### src/rtl/boa_mem_arbiter_pkg.sv
// Shared types for the boa memory arbiter: owner encoding, request bundle
// and a helper that decides whether a bus is presenting a request.
package boa_mem_arbiter_pkg;

   // Width of the starvation counter; limits above 15 cannot be represented.
   localparam int unsigned STARVE_W = 4;

   typedef enum logic [1:0] {
      ARB_NONE = 2'd0,
      ARB_PBUS = 2'd1,
      ARB_DBUS = 2'd2
   } boa_arb_owner_t;

   // Request side of one bus, gathered so the winner can be muxed as a unit.
   typedef struct packed {
      logic        re;
      logic [3:0]  we;
      logic [31:2] addr;
      logic [31:0] wdata;
   } boa_mem_req_t;

   // A read and a write are treated identically: either one is a request.
   function automatic logic req_active(input boa_mem_req_t r);
      return r.re | (|r.we);
   endfunction

endpackage : boa_mem_arbiter_pkg

### src/rtl/boa_mem_arbiter_if.sv
// Word-addressed memory bus between a CPU-side requester and a memory.
// MEM is the view of whoever serves requests; CPU is the view of whoever issues them.
interface boa_mem_bus;

   logic        re;
   logic [3:0]  we;
   logic [31:2] addr;
   logic [31:0] wdata;
   logic [31:0] rdata;
   logic        ready;

   modport MEM (
      input  re,
      input  we,
      input  addr,
      input  wdata,
      output rdata,
      output ready
   );

   modport CPU (
      output re,
      output we,
      output addr,
      output wdata,
      input  rdata,
      input  ready
   );

endinterface : boa_mem_bus

### src/rtl/boa_mem_arbiter.sv
// Shares a single memory port between the fetch bus (pbus) and the data bus
// (dbus). Arbitration and routing are combinational, so a grant reaches the
// memory in the same cycle the request appears. An owner register remembers
// who issued the outstanding access so only that bus receives ready.
module boa_mem_arbiter
   import boa_mem_arbiter_pkg::*;
#(
   parameter int unsigned starve_limit  = 4,     // 1..15 consecutive preferred grants
   parameter bit          data_priority = 1'b1   // 1: dbus wins ties, 0: pbus wins ties
) (
   input  logic        clk,
   input  logic        rst,
   boa_mem_bus.MEM     pbus,
   boa_mem_bus.MEM     dbus,
   boa_mem_bus.CPU     mbus,
   output logic [1:0]  owner
);

   localparam logic [STARVE_W-1:0] STARVE_MAX = STARVE_W'(starve_limit);

   // Which bus wins ties, and which one the starvation counter protects.
   localparam boa_arb_owner_t PREF_BUS  = data_priority ? ARB_DBUS : ARB_PBUS;
   localparam boa_arb_owner_t OTHER_BUS = data_priority ? ARB_PBUS : ARB_DBUS;

   boa_arb_owner_t       owner_q, owner_d;
   logic [STARVE_W-1:0]  starve_cnt_q, starve_cnt_d;

   boa_mem_req_t         p_req_s, d_req_s, sel_req_s;
   boa_arb_owner_t       winner;
   boa_arb_owner_t       sel_bus;
   logic                 p_req, d_req;
   logic                 pref_req, other_req;
   logic                 slot_open;
   logic                 starved;

   // Bundle each bus's request fields for muxing.
   always_comb begin
      p_req_s = '{re: pbus.re, we: pbus.we, addr: pbus.addr, wdata: pbus.wdata};
      d_req_s = '{re: dbus.re, we: dbus.we, addr: dbus.addr, wdata: dbus.wdata};
   end

   // Owner and starvation counter registers; control state is cleared by a synchronous reset.
   always_ff @(posedge clk) begin
      // NOTE: state flops use non-blocking assignments so every flop samples
      // its _d value from before this edge, regardless of statement order.
      if (rst) begin
         owner_q      <= ARB_NONE;
         starve_cnt_q <= '0;
      end else begin
         owner_q      <= owner_d;
         starve_cnt_q <= starve_cnt_d;
      end
   end

   // Arbitration: pick the winner of an open issue slot and compute next state.
   always_comb begin
      // NOTE: every output of this block gets a default first; a path that
      // left one unassigned would infer a latch.
      winner       = ARB_NONE;
      owner_d      = owner_q;
      starve_cnt_d = starve_cnt_q;

      p_req     = req_active(p_req_s);
      d_req     = req_active(d_req_s);
      pref_req  = data_priority ? d_req : p_req;
      other_req = data_priority ? p_req : d_req;

      // A slot opens when nothing is outstanding or the outstanding access completes.
      slot_open = (owner_q == ARB_NONE) || mbus.ready;
      starved   = (starve_cnt_q == STARVE_MAX);

      if (!rst && slot_open) begin
         if (pref_req && other_req) begin
            winner = starved ? OTHER_BUS : PREF_BUS;
         end else if (pref_req) begin
            winner = PREF_BUS;
         end else if (other_req) begin
            winner = OTHER_BUS;
         end
         // An open slot with no requester leaves the port idle.
         owner_d = winner;
      end

      // The counter only matters while the non-preferred bus is waiting.
      if (!other_req) begin
         starve_cnt_d = '0;
      end else if (winner == PREF_BUS) begin
         if (starve_cnt_q != STARVE_MAX) begin
            starve_cnt_d = starve_cnt_q + 1'b1;
         end
      end else if (winner == OTHER_BUS) begin
         starve_cnt_d = '0;
      end
   end

   // Memory-side mux: the winner drives the port in an open slot, otherwise
   // the command is idle and address/data follow the current owner.
   always_comb begin
      sel_bus   = (winner != ARB_NONE) ? winner : owner_q;
      sel_req_s = (sel_bus == ARB_DBUS) ? d_req_s : p_req_s;

      mbus.re    = (winner != ARB_NONE) ? sel_req_s.re : 1'b0;
      mbus.we    = (winner != ARB_NONE) ? sel_req_s.we : 4'b0000;
      mbus.addr  = sel_req_s.addr;
      mbus.wdata = sel_req_s.wdata;
   end

   // Response routing: ready goes only to the owner; rdata is broadcast.
   always_comb begin
      pbus.ready = !rst && mbus.ready && (owner_q == ARB_PBUS);
      dbus.ready = !rst && mbus.ready && (owner_q == ARB_DBUS);
      pbus.rdata = mbus.rdata;
      dbus.rdata = mbus.rdata;
   end

   assign owner = owner_q;

endmodule : boa_mem_arbiter
### src/flat_wrapper.sv
// flat-port wrapper written by rule: the top's interface ports become plain ports
module boa_mem_arbiter_flat import boa_mem_arbiter_pkg::*;
#(
   parameter int unsigned starve_limit  = 4,                                          
   parameter bit          data_priority = 1'b1                                          
)
  (clk, rst, owner, pbus_re, pbus_we, pbus_addr, pbus_wdata, pbus_rdata, pbus_ready, dbus_re, dbus_we, dbus_addr, dbus_wdata, dbus_rdata, dbus_ready, mbus_re, mbus_we, mbus_addr, mbus_wdata, mbus_rdata, mbus_ready);
  boa_mem_bus pbus_i ();
  boa_mem_bus dbus_i ();
  boa_mem_bus mbus_i ();
  input  logic clk;
  input  logic rst;
  output logic [1:0] owner;
  input wire logic [$bits(pbus_i.re)-1:0] pbus_re;
  input wire logic [$bits(pbus_i.we)-1:0] pbus_we;
  input wire logic [$bits(pbus_i.addr)-1:0] pbus_addr;
  input wire logic [$bits(pbus_i.wdata)-1:0] pbus_wdata;
  output wire logic [$bits(pbus_i.rdata)-1:0] pbus_rdata;
  output wire logic [$bits(pbus_i.ready)-1:0] pbus_ready;
  input wire logic [$bits(dbus_i.re)-1:0] dbus_re;
  input wire logic [$bits(dbus_i.we)-1:0] dbus_we;
  input wire logic [$bits(dbus_i.addr)-1:0] dbus_addr;
  input wire logic [$bits(dbus_i.wdata)-1:0] dbus_wdata;
  output wire logic [$bits(dbus_i.rdata)-1:0] dbus_rdata;
  output wire logic [$bits(dbus_i.ready)-1:0] dbus_ready;
  output wire logic [$bits(mbus_i.re)-1:0] mbus_re;
  output wire logic [$bits(mbus_i.we)-1:0] mbus_we;
  output wire logic [$bits(mbus_i.addr)-1:0] mbus_addr;
  output wire logic [$bits(mbus_i.wdata)-1:0] mbus_wdata;
  input wire logic [$bits(mbus_i.rdata)-1:0] mbus_rdata;
  input wire logic [$bits(mbus_i.ready)-1:0] mbus_ready;
  assign pbus_i.re = pbus_re;
  assign pbus_i.we = pbus_we;
  assign pbus_i.addr = pbus_addr;
  assign pbus_i.wdata = pbus_wdata;
  assign pbus_rdata = pbus_i.rdata;
  assign pbus_ready = pbus_i.ready;
  assign dbus_i.re = dbus_re;
  assign dbus_i.we = dbus_we;
  assign dbus_i.addr = dbus_addr;
  assign dbus_i.wdata = dbus_wdata;
  assign dbus_rdata = dbus_i.rdata;
  assign dbus_ready = dbus_i.ready;
  assign mbus_re = mbus_i.re;
  assign mbus_we = mbus_i.we;
  assign mbus_addr = mbus_i.addr;
  assign mbus_wdata = mbus_i.wdata;
  assign mbus_i.rdata = mbus_rdata;
  assign mbus_i.ready = mbus_ready;
  boa_mem_arbiter #(.starve_limit(starve_limit), .data_priority(data_priority)) u_core (.clk(clk), .rst(rst), .pbus(pbus_i), .dbus(dbus_i), .mbus(mbus_i), .owner(owner));
endmodule
### config.mk
export PLATFORM = sky130hd
export DESIGN_NAME = boa_mem_arbiter_flat
export DESIGN_NICKNAME = d
export VERILOG_FILES = /design/src/rtl/boa_mem_arbiter_pkg.sv /design/src/rtl/boa_mem_arbiter_if.sv /design/src/rtl/boa_mem_arbiter.sv /design/src/flat_wrapper.sv
export SDC_FILE = /design/constraint.sdc
export NUM_CORES = 1
export LEC_CHECK = 0
export ABC_AREA = 1
export CAP_MARGIN = 30
export CORE_AREA = 2 2 118 120
export CTS_BUF_LIST = sky130_fd_sc_hd__clkbuf_8
export CTS_CLUSTER_DIAMETER = 40
export CTS_CLUSTER_SIZE = 30
export DETAILED_ROUTE_END_ITERATION = 7
export DIE_AREA = 0 0 120 122
export GPL_ROUTABILITY_DRIVEN = 0
export SLEW_MARGIN = 10
export SYNTH_ARGS = -nofsm -noshare
export SYNTH_HDL_FRONTEND = slang
export SYNTH_SLANG_ARGS = --single-unit
### constraint.sdc
create_clock -name clk -period 2.7 [get_ports clk]
set_input_delay 0.54 -clock clk [delete_from_list [all_inputs] [get_ports clk]]
set_output_delay 0.54 -clock clk [all_outputs]
set_load 0.1 [all_outputs]
### After elaboration in Yosys (flattened, before gate mapping)

Index checks and enable logic that the tools add are counted.

* bits in registers: 6

* bitwise operators: 3
* multiplexer cells: 12
* $add $sub $neg: 1
* reduce and logical (&&, ||, !) cells: 14
* equality and inequality tests: 8

Operators with widths (number)
* two-way mux 67 bit: 1
* two-way mux 4 bit: 4
* two-way mux 2 bit: 5
* OR reduction 4 bit: 2
* equality test 2 bit (second input constant): 3
* logical AND 1 bit: 5
* adder 4 x 1 -> 4 bit (second input constant): 1
* equality test 2 x 1 -> 1 bit (second input constant): 2
* equality test 4 x 3 -> 1 bit (second input constant): 1
* != test 4 x 3 -> 1 bit (second input constant): 1
* nonzero test 2 bit: 2
* zero test 2 bit: 1
* two-way mux 1 bit: 2
* != test 2 bit (second input constant): 1
* OR 1 bit: 2
* AND reduction 2 bit: 1
* OR reduction 2 bit: 1
* zero test 1 bit: 1
* logical OR 1 bit: 1
* inverter 1 bit: 1

### Depth between registers and ports, before layout

Gate-level depths: netlist (run 1).

* depth in word-level cells: 11
* mapped depth: 12
* mapped depth without buffers: 11

### Worst setup path after synthesis (run 1)

Ideal clock, no wire load.

* path kind: register to output
* from: reg u_core.owner_q[1] (netlist: u_core.owner[1])
* to: out dbus_ready
* data required time: 2.160 ns
* setup slack: -0.379 ns
* path buffers: 0
* arrival: 2.539 ns
* cell stages (with the launch flop): 5
* path through: dfxtp_1 -> inv_1 -> nor2_1 -> inv_1 -> nor2_1

* cells in the longest elaborated chain, start to end: 2

Ends and longest elaborated chain
* from (decl): line boa_mem_arbiter.sv:25 `boa_arb_owner_t owner_q, owner_d;`
* from (signal assigned): line boa_mem_arbiter.sv:50 `owner_q <= owner_d;`
* equality test 2 bit: line boa_mem_arbiter.sv:111 `dbus.ready = !rst && mbus.ready && (owner_q == ARB_DBUS);`
* logical AND 1 bit: line boa_mem_arbiter.sv:111
* to (decl): line flat_wrapper.sv:25 `output wire logic [$bits(dbus_i.ready)-1:0] dbus_ready;`

Every way passes these cells.

### Final worst setup path (run 1)

* from: in pbus_we[1]
* to: out mbus_wdata[27]

* cells in the longest elaborated chain, start to end: 10
* elaborated cells between the ends (all ways): 11

Ends and longest elaborated chain
* from (decl): line flat_wrapper.sv:15 `input wire logic [$bits(pbus_i.we)-1:0] pbus_we;`
* OR reduction 4 bit (*): line boa_mem_arbiter_pkg.sv:24 `return r.re | (|r.we);`
* OR 1 bit (*): line boa_mem_arbiter_pkg.sv:24
* two-way mux 1 bit: line boa_mem_arbiter.sv:77 `end else if (other_req) begin`
* two-way mux 2 bit: line boa_mem_arbiter.sv:75 `end else if (pref_req) begin`
* two-way mux 2 bit (*): line boa_mem_arbiter.sv:73 `if (pref_req && other_req) begin`
* two-way mux 2 bit (*): line boa_mem_arbiter.sv:72 `if (!rst && slot_open) begin`
* nonzero test 2 bit: line boa_mem_arbiter.sv:99 `sel_bus = (winner != ARB_NONE) ? winner : owner_q;`
* two-way mux 2 bit (*): line boa_mem_arbiter.sv:99
* equality test 2 bit (*): line boa_mem_arbiter.sv:100 `sel_req_s = (sel_bus == ARB_DBUS) ? d_req_s : p_req_s;`
* two-way mux 67 bit (*): line boa_mem_arbiter.sv:100
* to (decl): line flat_wrapper.sv:29 `output wire logic [$bits(mbus_i.wdata)-1:0] mbus_wdata;`

Every way passes the cells marked *; elsewhere a longest branch is shown, timed or not.

==> results of run 1 <==
==> layout make-up <==
cell class,instances,area [um2]
clock buffer,3,41.29
inverter,25,93.84
tap,180,225.2
timing repair buffer,249,3421
fill,1333,8185
sequential,6,125.1
multi-input combinational,249,1413
==> routing by layer <==
| metal | GRT usage | vias up | routed length, um |
|---|---|---|---|
| li1 | - | 1417 | - |
| met1 | 0.1424 | 1347 | 4236 |
| met2 | 0.2464 | 130 | 6160 |
| met3 | 0.03699 | 27 | 845 |
| met4 | 0.03971 | 0 | 210 |
| met5 | 0 | - | 0 |
==> layout by cell type, fill, tap and decap left out, types with 7 or more instances in the layout <==
master and instances:
sky130_fd_sc_hd__clkdlybuf4s50_1 124, sky130_fd_sc_hd__nand2_1 76, sky130_fd_sc_hd__buf_12 76, sky130_fd_sc_hd__nand2_2 68
sky130_fd_sc_hd__nand3_1 59, sky130_fd_sc_hd__buf_4 19, sky130_fd_sc_hd__inv_1 14, sky130_fd_sc_hd__nand3_2 12
sky130_fd_sc_hd__inv_2 10, sky130_fd_sc_hd__dlygate4sd2_1 8, sky130_fd_sc_hd__buf_16 7
==> worst paths after layout <==
path / from / endpoint / slack [ns]
worst max register to register: u_core.starve_cnt_q[0] / u_core.starve_cnt_q[3] / 1.15
worst min-delay path: u_core.owner[1] / u_core.owner[1] / 0.51
worst min register to register: u_core.owner[1] / u_core.owner[1] / 0.51
worst max-delay path: pbus_we[1] / mbus_wdata[27] / 0.08
==> cells by family after synthesis <==
kind of cell | after synthesis | synth area share
adders and majority gates | 2 | 0.01310
AOI/OAI and AO/OA | 11 | 0.02881
DFF | 6 | 0.06287
buffers and inverters | 109 | 0.3635
and+or+nand+nor | 233 | 0.5226
xor gates and xnor gates | 2 | 0.009170
==> critical path: stages <==
cell	delay (ns)
sky130_fd_sc_hd__dlygate4sd2_1	0.24
sky130_fd_sc_hd__nor2_1	0.13
sky130_fd_sc_hd__nand3_2	0.10
sky130_fd_sc_hd__buf_4	0.15
sky130_fd_sc_hd__nand3_4	0.14
sky130_fd_sc_hd__buf_6	0.15
sky130_fd_sc_hd__buf_12	0.19
sky130_fd_sc_hd__nand3_1	0.13
sky130_fd_sc_hd__nand2_2	0.10
sky130_fd_sc_hd__buf_12	0.17
==> sequential cells by signal, indices dropped and copies added (netlist names) <==
name / count
u_core.owner: 2
u_core.starve_cnt_q: 4
==> power by group through the flow <==
| stage | registers, uW | clock network, uW | logic, uW |
|---|---|---|---|
| after CTS | 96.9 | 144 | 2120 |
| after global routing | 98.6 | 146 | 2270 |
| after detailed placement | 97.9 | 0 | 1960 |
| after floorplan | 107 | 0 | 1560 |
| after global placement | 97.6 | 0 | 1950 |
| final | 97.9 | 139 | 2200 |
==> through the flow <==
step | hold WS, ns | power, uW | util
after CTS | 0.5045 | 2356 | 0.3700
after floorplan | 0.4715 | 1667 | -
after global placement | 0.4853 | 2050 | 0.3370
after detailed placement | 0.4943 | 2063 | 0.3370
final | 0.5073 | 2435 | 0.3939
after global routing | 0.5287 | 2517 | 0.3939
==> what timing repair did <==
| action | in CTS | in global routing |
|---|---|---|
| pin swaps | 14 | 24 |
| setup buffers | 8 | 2 |
| gates cloned | 6 | 8 |
| setup endpoints to repair | 67 | 66 |
| gates resized for setup | 61 | 50 |
==> results.rst, run 1 <==
.. list-table::
   :header-rows: 1

   * - Metric
     - Value
   * - Placement Rows
     - 43
   * - First-pass GRT wire length
     - 15040 um
   * - Result of the run
     - completed
   * - Antenna violations before repair
     - 0
   * - Clock slew at reported path FFs
     - around 0.040 ns
   * - Drt wl/cell
     - 16.08 um
   * - Number of optimization iterations in the first detailed-route pass
     - 4
   * - Synthesized net count
     - 534
   * - Combinational group share of total power
     - 0.903
   * - Largest clock skew in the final design
     - 0.004828 ns
   * - CTS tree
     - yes
   * - Fin cells
     - between 700 and 800
   * - Die height
     - 122 um
   * - Overall die width
     - 120 um
   * - Pleak
     - about 0.0025 uW
   * - Power share of the sequential group
     - 0.040
   * - Number of synthesized flops with an enable pin
     - 0
   * - Area post-placement
     - 4551 um2
   * - Transition time at the pin with the least slew margin
     - approximately 0.28 ns
   * - Number of sinks on the clock net
     - 6
   * - Count of boundary I/O pins
     - 304
   * - TNS Setup
     - 0 ns
   * - Combined global-route utilization of all metal layers
     - 0.1313
   * - Mean instance size in the synthesized netlist
     - 5.263 um2
   * - Total congestion overflow
     - 0
   * - DRC marker count from the first detailed-route iteration
     - 98
   * - Half-perimeter wire length of the detailed placement result
     - 7790 um
   * - Sequential share of the synthesized area
     - 0.06287
   * - Gate count of the mapped netlist
     - ~360
   * - Final standard cell area without fillers
     - 5319 um2
   * - Count of different cell masters after synthesis
     - 20
   * - Full die area
     - roughly 15000 um2
   * - Area growth syn-to-layout
     - 178.4%
   * - CTS Hold Bufs
     - 0
   * - Cell Count Post-Placement
     - 685
   * - Final Routed Wirelength
     - 11450 um
   * - Worst Hold Path Cells
     - 2
   * - DR vias
     - 2921
   * - Maximum number of pins on one net before global-route repair
     - 31
   * - Worst reg-to-reg path cell count
     - 10
   * - Max_cap viols
     - 0
   * - P per Cell Area
     - between 400 and 500 nW/um2
   * - YS warnings
     - 0
   * - Final #Nets
     - 705
   * - Peak Freq
     - 382.1 MHz
   * - Area of the placeable core
     - 13500 um2
   * - Max Buffers Root-to-Sink
     - 2
   * - Total of buffers placed on input and output ports
     - 207
   * - Switching part of the total
     - 0.5597
   * - List of most frequent post-synthesis cells
     - sky130_fd_sc_hd__nand2_1, sky130_fd_sc_hd__nand3_1, sky130_fd_sc_hd__buf_4, sky130_fd_sc_hd__inv_1, sky130_fd_sc_hd__buf_2
   * - Antenna diodes
     - 0
   * - Initial cell density of the core
     - 0.1415
   * - IR drop worst, VDD
     - 0.3196 mV
   * - Unrepaired setup endpoints after global routing
     - yes
   * - CP Launch Type
     - primary input
   * - Cts bufs inserted
     - 3
   * - Number of nets with antenna violations after detailed routing
     - 0
   * - Final worst-path setup slack
     - about 0.083 ns
   * - Type of the worst min-delay path
     - register to register
   * - Top cells by area in the synthesized netlist
     - sky130_fd_sc_hd__nand2_1, sky130_fd_sc_hd__buf_4, sky130_fd_sc_hd__nand3_1
   * - Final critical path time including I/O delays and setup
     - 2.617 ns
   * - Final period util
     - 0.9694
   * - Syn Std Cell Area
     - 1911 um2
   * - Final Hold Vio Count
     - 0
   * - Final setup violation count
     - 0
   * - Count of pins over their slew limit
     - 0
   * - Cell with the most instances after synthesis
     - sky130_fd_sc_hd__nand2_1
   * - Critical Setup Path Class
     - primary input to output pin
   * - Arrival time at the worst endpoint
     - 2.08 ns
   * - H-tree level count
     - 1
   * - Setup Slack @ Placement
     - -0.3324 ns
   * - Clock latency at the later pin of the worst-skew pair
     - about 0.23 ns
   * - Data required time at the worst endpoint
     - 2.16 ns
   * - Crit. End Element
     - output pin
   * - Async SR Flop Fraction
     - 0
   * - Root Driver
     - sky130_fd_sc_hd__clkbuf_8
   * - Part of the total power dissipated in the clock network
     - 0.057
   * - Biggest fanout along the worst timing path
     - 30
   * - Sw power
     - 1363 uW
   * - Share of post-route cells with drive strength above 1
     - 0.4267
   * - Internal power consumption
     - 1072 uW
   * - Synth Flop Type
     - sky130_fd_sc_hd__dfxtp_1
   * - Slew margin rel.
     - 0.8121
   * - Post-route DRC
     - 0
   * - Detail-routed via count per cell
     - between 4 and 5
   * - Biggest area consumer among synthesized cells
     - sky130_fd_sc_hd__nand2_1
   * - Vias in the first global route
     - 2832
   * - Fraction of post-synthesis cell area in the top cell type by area
     - 0.2829
   * - Flops & latches, synth
     - 6
Power figures use the tool's default switching activity.
==> run 2, diff against run 1 <==
- ABC_AREA: 1 -> default
- CORE_AREA: 2 2 118 120 -> 2 2 119 121
- DIE_AREA: 0 0 120 122 -> 0 0 121 123
==> results.rst, run 2 <==
.. list-table::
   :header-rows: 1

   * - Metric
     - Value
   * - YS warnings
     - 0 (unchanged)
   * - Cts bufs inserted
     - 3 (unchanged)
   * - CP Launch Type
     - primary input (unchanged)
   * - Number of synthesized flops with an enable pin
     - 0 (unchanged)
   * - Maximum number of pins on one net before global-route repair
     - 14 (was 31)
   * - Sequential share of the synthesized area
     - 0.05930 (was 0.06287)
   * - CTS tree
     - yes (unchanged)
   * - DRC marker count from the first detailed-route iteration
     - 73 (was 98)
   * - Most frequent standard cell in the layout excluding fill and tap cells
     - sky130_fd_sc_hd__clkdlybuf4s50_1 (unchanged)
   * - Final core occ
     - 0.3752 (was 0.3939)
   * - Placement Rows
     - 43 (unchanged)
   * - Overall die width
     - 121 um (was 120 um)
   * - Largest clock skew in the final design
     - 0.001171 ns (was 0.004828 ns)
   * - Count of different cell masters after synthesis
     - 37 (was 20)
   * - Full die area
     - 14880 um2 (was 14640 um2)
   * - Initial cell density of the core
     - 0.1488 (was 0.1415)
   * - CTS Hold Bufs
     - 0 (unchanged)
   * - Fraction of post-synthesis cell area in the top cell type by area
     - 0.4447 (was 0.2829)
   * - Final period util
     - 1.097 (was 0.9694)
   * - Max_cap viols
     - 0 (unchanged)
   * - Peak Freq
     - 337.7 MHz (was 382.1 MHz)
   * - Setup Slack @ Placement
     - -0.6710 ns (was -0.3324 ns)
   * - Gate count of the mapped netlist
     - 204 (was 363)
   * - Combinational group share of total power
     - 0.898 (was 0.903)
   * - IR drop worst, VDD
     - 0.1145 mV (was 0.3196 mV)
   * - Syn Std Cell Area
     - 2026 um2 (was 1911 um2)
   * - Clock slew at reported path FFs
     - 0.04 ns (about the same)
   * - List of most frequent post-synthesis cells
     - sky130_fd_sc_hd__buf_4, sky130_fd_sc_hd__mux2_4, sky130_fd_sc_hd__nand2_1, sky130_fd_sc_hd__nand3_1 (was sky130_fd_sc_hd__nand2_1, sky130_fd_sc_hd__nand3_1, sky130_fd_sc_hd__buf_4, sky130_fd_sc_hd__inv_1, sky130_fd_sc_hd__buf_2)
   * - Antenna violations before repair
     - 0 (unchanged)
   * - Post-route DRC
     - 0 (unchanged)
   * - Clock latency at the later pin of the worst-skew pair
     - 0.22 ns (was 0.23 ns)
   * - Final critical path time including I/O delays and setup
     - 2.961 ns (was 2.617 ns)
   * - Arrival time at the worst endpoint
     - 2.42 ns (was 2.08 ns)
   * - Area of the placeable core
     - 13610 um2 (was 13500 um2)
   * - Final Routed Wirelength
     - 10060 um (was 11450 um)
   * - Mean instance size in the synthesized netlist
     - 9.930 um2 (was 5.263 um2)
   * - Flops & latches, synth
     - 6 (unchanged)
   * - Pleak
     - 0.002233 uW (was 0.002453 uW)
   * - Cell with the most instances after synthesis
     - sky130_fd_sc_hd__buf_4 (was sky130_fd_sc_hd__nand2_1)
   * - Area growth syn-to-layout
     - 152.1% (was 178.4%)
   * - Internal power consumption
     - 1094 uW (was 1072 uW)
   * - Power share of the sequential group
     - 0.043 (was 0.040)
   * - Number of buffers and inverters on the critical path
     - 4 (was 5)
   * - Vias in the first global route
     - 2262 (was 2832)
   * - Count of boundary I/O pins
     - 304 (unchanged)
   * - CP max stage delay
     - 0.57 ns (was 0.24 ns)
   * - Part of the total power dissipated in the clock network
     - 0.059 (was 0.057)
   * - Count of pins over their slew limit
     - 0 (unchanged)
   * - Critical Setup Path Class
     - primary input to output pin (unchanged)
   * - Combined global-route utilization of all metal layers
     - 0.1207 (was 0.1313)
   * - DR vias
     - 2138 (was 2921)
   * - Failing checks
     - negative setup slack
   * - Final #Nets
     - 554 (was 705)
   * - Final setup violation count
     - 67 (was 0)
   * - Data required time at the worst endpoint
     - 2.16 ns (about the same)
   * - Flip-flop count of the largest register, all copies and words added
     - 4 (unchanged)
   * - Drt wl/cell
     - 17.94 um (was 16.08 um)
   * - Most frequent cell on the critical path
     - sky130_fd_sc_hd__buf_12 (unchanged)
   * - TNS Setup
     - -15.04 ns (was 0 ns)
   * - P per Cell Area
     - 446.8 nW/um2 (was 457.8 nW/um2)
   * - Slowest cell on the critical path
     - sky130_fd_sc_hd__or4_4 (was sky130_fd_sc_hd__dlygate4sd2_1)
   * - Biggest fanout along the worst timing path
     - 8 (was 30)
   * - Synth Flop Type
     - sky130_fd_sc_hd__dfxtp_1 (unchanged)
   * - H-tree level count
     - 1 (unchanged)
   * - Detail-routed via count per cell
     - 3.811 (was 4.103)
   * - Number of sinks on the clock net
     - 6 (unchanged)
   * - Final worst-path setup slack
     - -0.2615 ns (was 0.08259 ns)
   * - Sw power
     - 1188 uW (was 1363 uW)
   * - Post-route worst hold slack
     - 0.5163 ns (was 0.5073 ns)
   * - Transition time at the pin with the least slew margin
     - 0.4503 ns (was 0.2842 ns)
   * - Commonest cells after routing, fill and taps aside
     - sky130_fd_sc_hd__clkdlybuf4s50_1, sky130_fd_sc_hd__buf_12, sky130_fd_sc_hd__mux2_4 (was sky130_fd_sc_hd__clkdlybuf4s50_1, sky130_fd_sc_hd__nand2_1, sky130_fd_sc_hd__buf_12)
   * - Switching part of the total
     - 0.5204 (was 0.5597)
   * - Slew margin rel.
     - 0.6980 (was 0.8121)
   * - Top register by number of flip-flops
     - u_core.starve_cnt_q (unchanged)
   * - Final Hold Vio Count
     - 0 (unchanged)
   * - Die height
     - 123 um (was 122 um)
   * - Total of buffers placed on input and output ports
     - 207 (unchanged)
   * - Synthesized net count
     - 375 (was 534)
   * - Half-perimeter wire length of the detailed placement result
     - 8656 um (was 7790 um)
   * - Critical path startpoint
     - dbus_we[3] (was pbus_we[1])
   * - Max Buffers Root-to-Sink
     - 2 (unchanged)
   * - Unrepaired setup endpoints after global routing
     - yes (unchanged)
   * - Fin cells
     - 561 (was 712)
   * - Result of the run
     - finished with violations (was completed)
   * - Type of the worst min-delay path
     - register to register (unchanged)
   * - First-pass GRT wire length
     - 13710 um (was 15040 um)
   * - Share of post-route cells with drive strength above 1
     - 0.5276 (was 0.4267)
   * - Cell Count Post-Placement
     - 544 (was 685)
   * - Async SR Flop Fraction
     - 0 (unchanged)
   * - Hold path start
     - u_core.owner[1] (unchanged)
   * - Number of optimization iterations in the first detailed-route pass
     - 4 (unchanged)
   * - Crit. End Element
     - output pin (unchanged)
   * - Total congestion overflow
     - 0 (unchanged)
   * - Critical path, cell by cell
     - buf_6 > or4_4 > o21ai_4 > a32oi_4 > buf_12 > buf_16 > mux2_4 > buf_12 (was dlygate4sd2_1 > nor2_1 > nand3_2 > buf_4 > nand3_4 > buf_6 > buf_12 > nand3_1 > nand2_2 > buf_12)
   * - Root Driver
     - sky130_fd_sc_hd__clkbuf_8 (unchanged)
   * - Top cells by area in the synthesized netlist
     - sky130_fd_sc_hd__mux2_4, sky130_fd_sc_hd__buf_4, sky130_fd_sc_hd__dfxtp_1 (was sky130_fd_sc_hd__nand2_1, sky130_fd_sc_hd__buf_4, sky130_fd_sc_hd__nand3_1)
   * - Number of nets with antenna violations after detailed routing
     - 0 (unchanged)
   * - Biggest area consumer among synthesized cells
     - sky130_fd_sc_hd__mux2_4 (was sky130_fd_sc_hd__nand2_1)
   * - FF-to-FF Start
     - u_core.owner[0] (was u_core.starve_cnt_q[0])
   * - Antenna diodes
     - 0 (unchanged)
   * - Cell family contributing the most delay on the critical path
     - buffers and inverters (unchanged)
==> run 2: changes by cell type in the layout (fill, tap and decap cells not counted), moves of 7 or more <==
cell / change
sky130_fd_sc_hd__inv_2: -9
sky130_fd_sc_hd__nand2_1: -69
sky130_fd_sc_hd__nand3_1: -52
sky130_fd_sc_hd__inv_1: -9
sky130_fd_sc_hd__nand2_2: -67
sky130_fd_sc_hd__mux2_4: +62
sky130_fd_sc_hd__buf_6: +7
sky130_fd_sc_hd__nand3_2: -12
==> run 2: per-stage QoR <==
stage / instance area [um2] / total power [uW]
floorplan: 2130 / 1720
global route: 5107 / 2344
global placement: 4803 / 2060
detailed placement: 4803 / 2076
finish: 5107 / 2282
CTS: 5062 / 2289
==> run 2: per-layer routing <==
metal | global-route usage | wire [um]
met1 | 0.1358 | 3814
met2 | 0.2324 | 5362
met3 | 0.03367 | 852
met4 | 0.01235 | 34
met5 | 0 | 0
==> run 2: repair_timing <==
item,4_1_cts,5_1_grt
pin swaps,6,7
cloned,3,0
setup endpoints to repair,67,67
resized for setup,42,12
buffers inserted,9,4
==> run 2: final cells by class <==
class / count / area (um2)
inverters: 6 / 22.52
repair buffers: 247 / 3232
clock buffers: 3 / 41.29
flip-flops and latches: 6 / 122.6
well taps: 180 / 225.2
fillers: 1262 / 8504
multi-input cells: 119 / 1464
==> run 2: power groups by stage <==
| stage | clock [uW] | combinational, uW | sequential [uW] |
|---|---|---|---|
| global route | 143 | 2100 | 99.3 |
| global placement | 0 | 1960 | 99.1 |
| CTS | 138 | 2050 | 98.4 |
| floorplan | 0 | 1610 | 108 |
| finish | 134 | 2050 | 98.7 |
| detailed placement | 0 | 1980 | 99.5 |
==> run 2: cell families after synthesis <==
family / Yosys count / share of synthesized area
buf+inv: 79 / 0.2878
mux: 67 / 0.4805
simple gates: 31 / 0.08031
compound gates: 19 / 0.07968
flops: 6 / 0.05930
fa+ha+maj: 2 / 0.01235
==> run 2: tightest hold or removal path: cells and delay by family, from the launching register on <==
family	cells	cell delay, ns
flops	1	0.35
simple gates	1	0.06
compound gates	1	0.05
==> run 2: path summary, 6_finish.rpt <==
| path | endpoint | slack [ns] | cells after the start |
|---|---|---|---|
| hold / removal | u_core.owner[1] | 0.52 | 2 |
| setup reg to reg | u_core.starve_cnt_q[3] | 1.18 | 5 |
| hold reg to reg | u_core.owner[1] | 0.52 | 2 |
| setup / recovery | mbus_addr[27] | -0.26 | 8 |
